`src/rtl/fp_pkg.sv`:
```
// fp_pkg: shared definitions for the FP arithmetic unit (multiplier, adder).
// Holds default field widths, operand class encoding, binary32 canonical
// constants, exception flag bit positions and small classification helpers.
package fp_pkg;

    // Default field widths (binary32)
    localparam int EXP_W_DEF = 8;
    localparam int MAN_W_DEF = 23;

    // Exception flag vector layout: {invalid, overflow, underflow, inexact}
    localparam int FLAG_W         = 4;
    localparam int FLAG_INVALID   = 3;
    localparam int FLAG_OVERFLOW  = 2;
    localparam int FLAG_UNDERFLOW = 1;
    localparam int FLAG_INEXACT   = 0;

    // Canonical binary32 encodings
    localparam logic [31:0] QNAN_SP = 32'h7FC0_0000;
    localparam logic [31:0] INF_SP  = 32'h7F80_0000;

    // Operand / result class
    typedef enum logic [1:0] {
        CLS_ZERO = 2'd0,
        CLS_NORM = 2'd1,
        CLS_INF  = 2'd2,
        CLS_NAN  = 2'd3
    } fp_class_e;

    // Classify one operand from its field summaries; subnormals count as zero
    function automatic fp_class_e fp_classify(input logic exp_zero,
                                              input logic exp_ones,
                                              input logic man_nz);
        fp_class_e cls;
        if (exp_zero) begin
            cls = CLS_ZERO;
        end else if (exp_ones) begin
            cls = man_nz ? CLS_NAN : CLS_INF;
        end else begin
            cls = CLS_NORM;
        end
        return cls;
    endfunction

    // Class of a product given the classes of its two operands
    function automatic fp_class_e fp_mul_class(input fp_class_e ca,
                                               input fp_class_e cb);
        fp_class_e cls;
        if ((ca == CLS_NAN) || (cb == CLS_NAN)) begin
            cls = CLS_NAN;
        end else if (((ca == CLS_ZERO) && (cb == CLS_INF)) ||
                     ((ca == CLS_INF) && (cb == CLS_ZERO))) begin
            cls = CLS_NAN;
        end else if ((ca == CLS_INF) || (cb == CLS_INF)) begin
            cls = CLS_INF;
        end else if ((ca == CLS_ZERO) || (cb == CLS_ZERO)) begin
            cls = CLS_ZERO;
        end else begin
            cls = CLS_NORM;
        end
        return cls;
    endfunction

endpackage

```
`src/rtl/fp_multiplier_pipe_if.sv`:
```
// fp_multiplier_pipe_if: valid/ready operand and result channels of the
// pipelined FP multiplier. The flags signal exists only when FPMUL_FLAGS_EN
// is defined.
interface fp_multiplier_pipe_if
    import fp_pkg::*;
#(
    parameter int EXP_W = EXP_W_DEF,
    parameter int MAN_W = MAN_W_DEF
);
    localparam int W = 1 + EXP_W + MAN_W;

    logic         in_valid;
    logic         in_ready;
    logic [W-1:0] a;
    logic [W-1:0] b;
    logic         out_valid;
    logic         out_ready;
    logic [W-1:0] result;
`ifdef FPMUL_FLAGS_EN
    logic [FLAG_W-1:0] flags;
`endif

    // Producer of operands / consumer of results
    modport master (
        output in_valid, a, b, out_ready,
        input  in_ready, out_valid, result
`ifdef FPMUL_FLAGS_EN
        , input flags
`endif
    );

    // The multiplier itself
    modport slave (
        input  in_valid, a, b, out_ready,
        output in_ready, out_valid, result
`ifdef FPMUL_FLAGS_EN
        , output flags
`endif
    );

endinterface

```
`src/rtl/fp_round_rne.sv`:
```
// fp_round_rne: round-to-nearest-even and pack for a normalised significand.
// Takes the fraction bits, guard/round/sticky and a biased exponent carried in
// two extra two's-complement bits; produces the packed word with overflow to
// signed infinity and flush-to-zero below the minimum normal. Shared with the
// FP adder. Flag outputs exist only when FPMUL_FLAGS_EN is defined.
module fp_round_rne
    import fp_pkg::*;
#(
    parameter int EXP_W = EXP_W_DEF,
    parameter int MAN_W = MAN_W_DEF
) (
    input  logic                   sign_i,
    input  logic [EXP_W+1:0]       exp_i,
    input  logic [MAN_W-1:0]       frac_i,
    input  logic                   guard_i,
    input  logic                   round_i,
    input  logic                   sticky_i,
    output logic [EXP_W+MAN_W:0]   value_o
`ifdef FPMUL_FLAGS_EN
    ,
    output logic                   overflow_o,
    output logic                   underflow_o,
    output logic                   inexact_o
`endif
);

    localparam logic [EXP_W+1:0] EXP_MAX = {2'b00, {EXP_W{1'b1}}};
    localparam logic [EXP_W+1:0] EXP_MIN = {{(EXP_W+1){1'b0}}, 1'b1};

    logic             inc_s;
    logic [MAN_W:0]   frac_r_s;
    logic [EXP_W+1:0] exp_r_s;
    logic             ovf_s;
    logic             unf_s;

    // RNE increment; a fraction carry-out bumps the exponent, then range check
    always_comb begin
        inc_s    = guard_i & (round_i | sticky_i | frac_i[0]);
        frac_r_s = {1'b0, frac_i} + {{MAN_W{1'b0}}, inc_s};
        exp_r_s  = exp_i + {{(EXP_W+1){1'b0}}, frac_r_s[MAN_W]};
        ovf_s    = ($signed(exp_r_s) >= $signed(EXP_MAX));
        unf_s    = ($signed(exp_r_s) <  $signed(EXP_MIN));
    end

    // Pack: infinity on overflow, signed zero on flush, otherwise normal
    always_comb begin
        if (ovf_s) begin
            value_o = {sign_i, {EXP_W{1'b1}}, {MAN_W{1'b0}}};
        end else if (unf_s) begin
            value_o = {sign_i, {(EXP_W+MAN_W){1'b0}}};
        end else begin
            value_o = {sign_i, exp_r_s[EXP_W-1:0], frac_r_s[MAN_W-1:0]};
        end
    end

`ifdef FPMUL_FLAGS_EN
    // Exception flags for the rounded value
    always_comb begin
        overflow_o  = ovf_s;
        underflow_o = unf_s;
        inexact_o   = guard_i | round_i | sticky_i | ovf_s | unf_s;
    end
`endif

endmodule

```
`src/rtl/fp_multiplier_pipe.sv`:
```
// fp_multiplier_pipe: pipelined IEEE-754 multiplier, valid/ready handshake,
// round-to-nearest-even, subnormals treated as zero and results flushed to
// zero below the minimum normal. Ranks: operand capture -> S1 unpack/classify
// -> S2 significand product -> S3 normalise/round/pack (output register),
// giving three cycles from acceptance to out_valid. One global advance enable
// stalls every rank together, so bubbles are kept and order is preserved.
// Define FPMUL_FLAGS_EN to add the {invalid,overflow,underflow,inexact} flags.
module fp_multiplier_pipe
    import fp_pkg::*;
#(
    parameter int EXP_W = EXP_W_DEF,
    parameter int MAN_W = MAN_W_DEF
) (
    input  logic                clk_i,
    input  logic                rst_i,
    fp_multiplier_pipe_if.slave bus
);

    localparam int W   = 1 + EXP_W + MAN_W;
    localparam int EW2 = EXP_W + 2;
    localparam int MW1 = MAN_W + 1;
    localparam int PW  = 2 * MAN_W + 2;

    localparam logic [EW2-1:0] BIAS   = {3'b000, {(EXP_W-1){1'b1}}};
    localparam logic [W-1:0]   QNAN_W = {1'b0, {EXP_W{1'b1}}, 1'b1, {(MAN_W-1){1'b0}}};

    typedef struct packed {
        logic            valid;
        logic            sign;
        fp_class_e       cls;
        logic [EW2-1:0]  exp;
        logic [MW1-1:0]  man_a;
        logic [MW1-1:0]  man_b;
    } s1_t;

    typedef struct packed {
        logic            valid;
        logic            sign;
        fp_class_e       cls;
        logic [EW2-1:0]  exp;
        logic [PW-1:0]   prod;
    } s2_t;

    logic             adv_s;

    logic             in_valid_q;
    logic [W-1:0]     a_q;
    logic [W-1:0]     b_q;

    s1_t              s1_d;
    s1_t              s1_q;
    s2_t              s2_d;
    s2_t              s2_q;

    logic             out_valid_d;
    logic             out_valid_q;
    logic [W-1:0]     result_d;
    logic [W-1:0]     result_q;

    logic             sa_s;
    logic             sb_s;
    logic [EXP_W-1:0] ea_s;
    logic [EXP_W-1:0] eb_s;
    logic [MAN_W-1:0] fa_s;
    logic [MAN_W-1:0] fb_s;
    fp_class_e        ca_s;
    fp_class_e        cb_s;

    logic             hi_s;
    logic [PW-2:0]    norm_s;
    logic [EW2-1:0]   exp_n_s;
    logic [MAN_W-1:0] frac_s;
    logic             guard_s;
    logic             round_s;
    logic             sticky_s;
    logic [W-1:0]     rnd_value_s;

`ifdef FPMUL_FLAGS_EN
    logic [FLAG_W-1:0] flags_d;
    logic [FLAG_W-1:0] flags_q;
    logic              rnd_ovf_s;
    logic              rnd_unf_s;
    logic              rnd_inx_s;
`endif

    // Whole pipe moves when the output register is empty or being drained
    assign adv_s        = ~out_valid_q | bus.out_ready;
    assign bus.in_ready = adv_s;

    // S1: unpack, classify, product sign and biased exponent sum
    always_comb begin
        {sa_s, ea_s, fa_s} = a_q;
        {sb_s, eb_s, fb_s} = b_q;
        ca_s = fp_classify(ea_s == {EXP_W{1'b0}}, &ea_s, |fa_s);
        cb_s = fp_classify(eb_s == {EXP_W{1'b0}}, &eb_s, |fb_s);
        s1_d.valid = in_valid_q;
        s1_d.sign  = sa_s ^ sb_s;
        s1_d.cls   = fp_mul_class(ca_s, cb_s);
        s1_d.exp   = {2'b00, ea_s} + {2'b00, eb_s} - BIAS;
        s1_d.man_a = {1'b1, fa_s};
        s1_d.man_b = {1'b1, fb_s};
    end

    // S2: full-width unsigned significand product, class carried along
    always_comb begin
        s2_d.valid = s1_q.valid;
        s2_d.sign  = s1_q.sign;
        s2_d.cls   = s1_q.cls;
        s2_d.exp   = s1_q.exp;
        s2_d.prod  = s1_q.man_a * s1_q.man_b;
    end

    // S3 front: product lies in [1,4); shift by one and bump exponent when >= 2
    always_comb begin
        hi_s = s2_q.prod[PW-1];
        if (hi_s) begin
            norm_s  = s2_q.prod[PW-2:0];
            exp_n_s = s2_q.exp + {{(EW2-1){1'b0}}, 1'b1};
        end else begin
            norm_s  = {s2_q.prod[PW-3:0], 1'b0};
            exp_n_s = s2_q.exp;
        end
        frac_s   = norm_s[PW-2 -: MAN_W];
        guard_s  = norm_s[MAN_W];
        round_s  = norm_s[MAN_W-1];
        sticky_s = |norm_s[MAN_W-2:0];
    end

    fp_round_rne #(
        .EXP_W (EXP_W),
        .MAN_W (MAN_W)
    ) u_round (
        .sign_i      (s2_q.sign),
        .exp_i       (exp_n_s),
        .frac_i      (frac_s),
        .guard_i     (guard_s),
        .round_i     (round_s),
        .sticky_i    (sticky_s),
        .value_o     (rnd_value_s)
`ifdef FPMUL_FLAGS_EN
        ,
        .overflow_o  (rnd_ovf_s),
        .underflow_o (rnd_unf_s),
        .inexact_o   (rnd_inx_s)
`endif
    );

    // S3 back: special classes override the rounded value
    always_comb begin
        out_valid_d = s2_q.valid;
        result_d    = {W{1'b0}};
`ifdef FPMUL_FLAGS_EN
        flags_d     = {FLAG_W{1'b0}};
`endif
        case (s2_q.cls)
            CLS_NAN: begin
                result_d = QNAN_W;
`ifdef FPMUL_FLAGS_EN
                flags_d[FLAG_INVALID] = 1'b1;
`endif
            end
            CLS_INF: begin
                result_d = {s2_q.sign, {EXP_W{1'b1}}, {MAN_W{1'b0}}};
            end
            CLS_ZERO: begin
                result_d = {s2_q.sign, {(W-1){1'b0}}};
            end
            CLS_NORM: begin
                result_d = rnd_value_s;
`ifdef FPMUL_FLAGS_EN
                flags_d[FLAG_OVERFLOW]  = rnd_ovf_s;
                flags_d[FLAG_UNDERFLOW] = rnd_unf_s;
                flags_d[FLAG_INEXACT]   = rnd_inx_s;
`endif
            end
            default: begin
                result_d = QNAN_W;
            end
        endcase
    end

    // Operand capture, S1 and S2 ranks: load on advance, hold on stall
    always_ff @(posedge clk_i) begin
        if (rst_i) begin
            in_valid_q <= 1'b0;
            a_q        <= {W{1'b0}};
            b_q        <= {W{1'b0}};
            s1_q       <= s1_t'({$bits(s1_t){1'b0}});
            s2_q       <= s2_t'({$bits(s2_t){1'b0}});
        end else if (adv_s) begin
            in_valid_q <= bus.in_valid;
            a_q        <= bus.a;
            b_q        <= bus.b;
            s1_q       <= s1_d;
            s2_q       <= s2_d;
        end else begin
            in_valid_q <= in_valid_q;
            a_q        <= a_q;
            b_q        <= b_q;
            s1_q       <= s1_q;
            s2_q       <= s2_q;
        end
    end

    // Output rank: result (and flags) stay frozen while the consumer stalls
    always_ff @(posedge clk_i) begin
        if (rst_i) begin
            out_valid_q <= 1'b0;
            result_q    <= {W{1'b0}};
`ifdef FPMUL_FLAGS_EN
            flags_q     <= {FLAG_W{1'b0}};
`endif
        end else if (adv_s) begin
            out_valid_q <= out_valid_d;
            result_q    <= result_d;
`ifdef FPMUL_FLAGS_EN
            flags_q     <= flags_d;
`endif
        end else begin
            out_valid_q <= out_valid_q;
            result_q    <= result_q;
`ifdef FPMUL_FLAGS_EN
            flags_q     <= flags_q;
`endif
        end
    end

    assign bus.out_valid = out_valid_q;
    assign bus.result    = result_q;
`ifdef FPMUL_FLAGS_EN
    assign bus.flags     = flags_q;
`endif

endmodule

```
`src/flat_wrapper.sv`:
```
// flat-port wrapper written by rule: the top's interface ports become plain ports
module fp_multiplier_pipe_flat import fp_pkg::*;
#(
    parameter int EXP_W = EXP_W_DEF,
    parameter int MAN_W = MAN_W_DEF
)
  (clk_i, rst_i, bus_in_valid, bus_a, bus_b, bus_out_ready, bus_in_ready, bus_out_valid, bus_result);
  fp_multiplier_pipe_if #(.EXP_W(EXP_W), .MAN_W(MAN_W)) bus_i ();
  input  logic clk_i;
  input  logic rst_i;
  input wire logic [$bits(bus_i.in_valid)-1:0] bus_in_valid;
  input wire logic [$bits(bus_i.a)-1:0] bus_a;
  input wire logic [$bits(bus_i.b)-1:0] bus_b;
  input wire logic [$bits(bus_i.out_ready)-1:0] bus_out_ready;
  output wire logic [$bits(bus_i.in_ready)-1:0] bus_in_ready;
  output wire logic [$bits(bus_i.out_valid)-1:0] bus_out_valid;
  output wire logic [$bits(bus_i.result)-1:0] bus_result;
  assign bus_i.in_valid = bus_in_valid;
  assign bus_i.a = bus_a;
  assign bus_i.b = bus_b;
  assign bus_i.out_ready = bus_out_ready;
  assign bus_in_ready = bus_i.in_ready;
  assign bus_out_valid = bus_i.out_valid;
  assign bus_result = bus_i.result;
  fp_multiplier_pipe #(.EXP_W(EXP_W), .MAN_W(MAN_W)) u_core (.clk_i(clk_i), .rst_i(rst_i), .bus(bus_i));
endmodule
```
`config.mk`:
```
export PLATFORM = sky130hd
export DESIGN_NAME = fp_multiplier_pipe_flat
export DESIGN_NICKNAME = d
export VERILOG_FILES = /design/src/rtl/fp_pkg.sv /design/src/rtl/fp_multiplier_pipe_if.sv /design/src/rtl/fp_round_rne.sv /design/src/rtl/fp_multiplier_pipe.sv /design/src/flat_wrapper.sv
export SDC_FILE = /design/constraint.sdc
export NUM_CORES = 2
export LEC_CHECK = 0
export BUFFER_PORTS_ARGS = -buffer_cell sky130_fd_sc_hd__clkbuf_2
export CAP_MARGIN = 20
export CORE_ASPECT_RATIO = 0.9
export CORE_UTILIZATION = 60
export DETAILED_ROUTE_END_ITERATION = 10
export PLACE_DENSITY = 0.79
export SLEW_MARGIN = 20
export SYNTH_ARGS = -nofsm -noshare
export SYNTH_HDL_FRONTEND = slang
export SYNTH_HIERARCHICAL = 1
export SYNTH_SLANG_ARGS = --single-unit
```
`constraint.sdc`:
```
create_clock -name clk_i -period 10 [get_ports clk_i]
set_input_delay 0.5 -clock clk_i [delete_from_list [all_inputs] [get_ports clk_i]]
set_output_delay 0.5 -clock clk_i [all_outputs]
set_load 0.02 [all_outputs]
```
; Yosys cells after proc, flatten, opt, wreduce, memory -nomap -nowiden
; Index checks and enable logic that the tools add are counted.
[op_classes]
order_cmp = 2
addsub = 5
reduce_logical = 16
mux = 15
n_eq_ne = 7
bitwise = 6
n_mul = 1
[ops]
columns = operator, count
row1 = case mux 32 bit (4 select lines), 1
row2 = 2-to-1 mux 31 bit, 2
row3 = multiplier 24 x 24 -> 48 bit, 1
row4 = 2-to-1 mux 47 bit, 1
row5 = OR reduction 23 bit, 2
row6 = adder 23 x 1 -> 24 bit, 1
row7 = OR reduction 22 bit, 1
row8 = zero test 8 bit, 2
row9 = AND reduction 8 bit, 2
row10 = 2-to-1 mux 2 bit, 7
row11 = "== test 2 bit, second input constant", 6
row12 = adder 10 x 1 -> 10 bit, 1
row13 = "adder 10 x 1 -> 10 bit, second input constant", 1
row14 = ">= comparator 10 x 9 -> 1 bit, second input constant", 1
row15 = "< comparator 10 x 2 -> 1 bit, second input constant", 1
row16 = 2-to-1 mux 10 bit, 1
row17 = "subtractor 10 x 7 -> 10 bit, second input constant", 1
row18 = adder 8 x 8 -> 9 bit, 1
row19 = zero test 2 bit, 3
row20 = logical OR 1 bit, 4
row21 = 2-to-1 mux 1 bit, 3
row22 = OR 1 bit, 3
row23 = "== test 2 x 1 -> 1 bit, second input constant", 1
row24 = logical AND 1 bit, 2
row25 = 3 further kinds, 3
[word_totals]
ff_bits = 222
out_inout_bits = 34
word_cells = 68
in_bits = 68

; Longest topological paths before layout
[logic_depth]
word_depth = 11
depth_mapped = 29

; By module
; Netlist, hierarchy kept.
[modules_own_cells]
columns = module, cells_each, area_each_um2, instances
row1 = fp_multiplier_pipe, 3206, 27471.3, 1
row2 = fp_round_rne, 150, 1047.3, 1

; Worst setup path after synthesis
; OpenSTA, ideal clock, no wires.
[synth_timing]
path_kind = flip-flop to flip-flop
start = register u_core/s1_q[3] (netlist bit)
end = register u_core/s2_q[39] (netlist bit)
required_time_ns = 9.884
n_path_buf = 2
stages_incl_launch_ff = 28
t_arrival_ns = 7.029
setup_slack_ns = 2.855
setup_time_ns = 0.116
cell_sequence = dfxtp_1 -> clkbuf_1 -> clkbuf_1 -> nand2_1 -> fa_1 -> inv_1 -> fa_1 -> inv_1 -> fa_1 -> inv_1 -> fa_1 -> inv_1 -> fa_1 -> inv_1 -> fa_1 -> inv_1 -> fa_1 -> inv_1 -> ha_1 -> a22o_1 -> or4_1 -> a21oi_2 -> o31ai_4 -> a31oi_2 -> o31ai_4 -> a21oi_2 -> mux2_2 -> a31o_2
[synth_between]
elab_chain_cells = 1
[synth_lines]
columns = item, line
row1 = "start, declared", fp_multiplier_pipe.sv:51  ; s1_t s1_q;
row2 = "start signal, assigned", fp_multiplier_pipe.sv:188  ; s1_q <= s1_t'({$bits(s1_t){1'b0}});
row3 = "start signal, assigned", fp_multiplier_pipe.sv:200  ; s1_q <= s1_q;
row4 = multiplier 24 x 24 -> 48 bit, fp_multiplier_pipe.sv:110  ; s2_d.prod = s1_q.man_a * s1_q.man_b;
row5 = "end signal, assigned", fp_multiplier_pipe.sv:189  ; s2_q <= s2_t'({$bits(s2_t){1'b0}});
row6 = "end signal, assigned", fp_multiplier_pipe.sv:201  ; s2_q <= s2_q;
row7 = "end, declared", fp_multiplier_pipe.sv:53  ; s2_t s2_q;
; Every way passes these cells.
; A chain may end at the register's enable or synchronous reset.

; Worst setup path after layout
[layout_timing]
start = register u_core/s1_q[40] (netlist bit)
end = register u_core/s2_q[42] (netlist bit)
; The elaborated chain is that of the path after synthesis.

==> results.yml <==
routing:
  routedWlPerCell_um: 18.9
  vias: 22700
  drc_errors: 0
  final_antenna_net_count: 0
  drt-pass1-iter-count: 6
  wirelength_mm: 75.2
  drt_iter0_markers: 1738
  routed_via_density: 5.71
run:
  maxCapViolations: 0
logic_synthesis:
  ys_top_cells_by_area: "fa_1 34%, dfxtp_1 16%, nand2_1 8.6%"
  synth_top_cell_area_share_pct: 33.9
  syn_inst: 3356
  yosys.area.top_type: "fa_1"
  synthDistinctLibCells: 71
  synth_area_um2: 28500
  synthArstFlopShare_pct: 0
  syn-num-nets: 4100
  syn_avg_cell_area_um2: 8.50
  ys_seq_area_share_pct: 15.5
  synth_edf_count: 0
  ys_warn_count: 6
  yosys_most_used_dff: "dfxtp_1"
  ys_ff_latch: 221
setup_path:
  crit_fanout: 13
  r2r-end: "u_core/s2_q[42]$_SDFFE_PP0P_"
  path_buf_inv: 6
  end_kind: "flip-flop"
  rr_startpoint: "u_core/s1_q[40]$_SDFFE_PP0P_"
  crit_top_cell: "fa_1"
  crit_chain: "buf_4 -> nand2_1 -> fa_1 -> inv_1 -> fa_1 -> inv_1 -> fa_1 -> fa_1 -> inv_1 -> fa_1 -> fa_1 -> inv_1 -> fa_1 -> inv_1 -> ha_1 -> and3_1 -> nand2_1 -> a21oi_1 -> a211oi_1 -> o41ai_4 -> a2111oi_0 -> o31ai_1 -> xnor2_1 -> o21ai_0"
  cp_slowest_cell: "dfxtp_1"
  critical_path_class: "reg2reg"
  reg2reg_depth: 24
  start_kind: "flip-flop"
  reg2reg_slack_ps: 2140
  crit_family: "adder cells"
  critPathMaxStageDelay_ps: 780
  critical_path_required_ps: 10400
  worstPathArrival_ps: 8260
worst_hold_path:
  hold_end: "u_core/b_q[16]$_SDFFE_PP0P_"
  worstHoldStart: "bus_b[16]"
  min_path_cells: 3
  hp-class: "in2reg"
place:
  hpwl_mm: 57.0
  portBuffers: 101
  placed_area_um2: 29400
  place_congestion: 0.957
timing:
  maxSlewHeadroom_pct: 20.8
  worst_pin_slew_ps: 1190
  fmax_mhz: 127
  holdWs_ps: 156
  skew_ps: 53.9
  setup_tns_ps: 0
  rsz0062_at_grt: "no"
  hold_viol: 0
  layout_min_cycle_time_ps: 7860
  fin_crit_sh_pct: 78.6
  drv_slew: 0
  finalSetupViolCount: 0
cts:
  holdBufCountCts: 0
  cts_num_sinks: 221
  cts.path.max_buffers: 3
  cts_root_buf: "clkbuf_16"
  cts_tree: "yes"
  clk_latency_ps: 580
  cts_buffers: 24
  post_cts_buffers: 0
  cts-resized-gates: 0
  htree_num_levels: 1
  path_clk_slew_ps: 70
power:
  seq_power_share_pct: 37.8
  p_int_mw: 1.74
  swShare_pct: 34.4
  cellPowerDensity_nw_per_um2: 87.8
  p_leak_nw: 14.6
  power_mw: 2.66
  combPwrFrac_pct: 27.1
  vdd_ir_drop_max_mv: 0.144
  p_clk_share_pct: 35.0
  p_switching_uw: 915
floorplanning:
  die_h_um: 209
  chipWidth_um: 232
  io_pins: 102
  initial_utilization_pct: 61.0
  core-area_um2: 46700
  rows: 75
  fp.dieArea_um2: 48400
global_routing:
  overflow: 0
  grt_usage_pct: 32.1
  grt_max_degree: 198
  grt_antenna_before_repair: 1
  grt_pass1_wl_mm: 123
  grt_pass1_vias: 24100
final_layout:
  fin_area_um2: 30300
  drive_above_1_share_pct: 7.34
  fill_cells: 3800
  layout_commonest_cell: "nand2_1"
  multiInputGateArea_um2: 21200
  fin_nets: 4080
  areaGrowthSynthToFinish_pct: 6.09
  layout.area.seq_um2: 4430
  fin_util_pct: 64.7
  final_cell_mix: "652 x nand2_1, 560 x inv_1, 483 x fa_1"
status:
  status: "completed"
-- logic make-up after synthesis --
kind of cell / after synthesis / synth area share, %
and+or+nand+nor: 1184 / 19.6
buffers and inverters: 754 / 10.1
adders and majority gates: 676 / 42.4
AOI/OAI and AO/OA: 406 / 8.66
DFF: 221 / 15.5
xor gates and xnor gates: 87 / 2.67
muxes: 28 / 1.10
-- registers in the layout, summed over array words and instances, names as in the netlist --
register and flops:
u_core/bus.out_valid 1, u_core/a_q 32, u_core/s1_q 61, u_core/out_valid_d 1
u_core/b_q 32, u_core/s2_q 60, u_core/in_valid_q 1, u_core/bus.result 32
u_core/hi_s 1
-- cell type report --
type / instances / share of cell area, %
antenna: 1 / 0.00827
sequential: 221 / 14.6
tap: 616 / 2.55
timing repair buffer: 147 / 2.92
clock inverter: 12 / 0.517
clock buffer: 31 / 2.20
inverter: 561 / 6.98
multi-input combinational: 2381 / 70.2
-- power by group through the flow --
stage | Sequential, mW | Clock (mW) | Combinational, mW
finish | 1.00 | 0.931 | 0.721
global route | 1.01 | 0.980 | 0.801
CTS | 1.00 | 0.942 | 0.713
detailed placement | 1.02 | 0 | 0.707
global placement | 1.02 | 0 | 0.691
floorplan | 0.992 | 0 | 0.507
-- cell usage after synthesis (39+ instances only) --
cell	instances
xnor2_1	60
fa_1	483
ha_1	193
nor3_1	39
clkbuf_1	168
o21ai_0	42
nand2_1	652
and2_1	298
dfxtp_1	221
a21oi_1	234
nor2_1	70
inv_1	560
-- worst max-delay path by stage --
stage | start | end | slack (ps) | depth (start not counted)
6_report | u_core/s1_q[40]$_SDFFE_PP0P_ | u_core/s2_q[42]$_SDFFE_PP0P_ | 2140 | 24
5_1_grt | u_core/s1_q[40]$_SDFFE_PP0P_ | u_core/s2_q[42]$_SDFFE_PP0P_ | 1750 | 24
4_1_cts | u_core/s1_q[40]$_SDFFE_PP0P_ | u_core/s2_q[42]$_SDFFE_PP0P_ | 2230 | 24
3_5_place_dp | u_core/s1_q[2]$_SDFFE_PP0P_ | u_core/s2_q[39]$_SDFFE_PP0P_ | 2300 | 25
3_3_place_gp | u_core/s1_q[30]$_SDFFE_PP0P_ | u_core/s2_q[42]$_SDFFE_PP0P_ | 2320 | 22
2_1_floorplan | u_core/s1_q[3]$_SDFFE_PP0P_ | u_core/s2_q[39]$_SDFFE_PP0P_ | 2850 | 27
-- per-layer routing --
| layer | part of all wire [%] | up-vias | GRT usage (%) |
|---|---|---|---|
| met5 | 0 | - | 0 |
| met4 | 4.6 | 0 | 13.3 |
| met3 | 7.9 | 230 | 5.13 |
| met2 | 47 | 943 | 52.3 |
| met1 | 40 | 11200 | 42.6 |
| li1 | - | 10300 | - |
-- stage by stage --
stage          std cells  worst slack (ps)
2_1_floorplan       3356              2850
3_3_place_gp        3925              2320
3_5_place_dp        3925              2300
4_1_cts             3968              2230
5_1_grt             3969              1750
6_report            3970              2140
-- worst min-delay path: cells and delay by family --
kind            cells  cell delay (ps)
buf+inv             1               80
simple gates        1               50
compound gates      1               50
(Power assumes the default switching activity.)
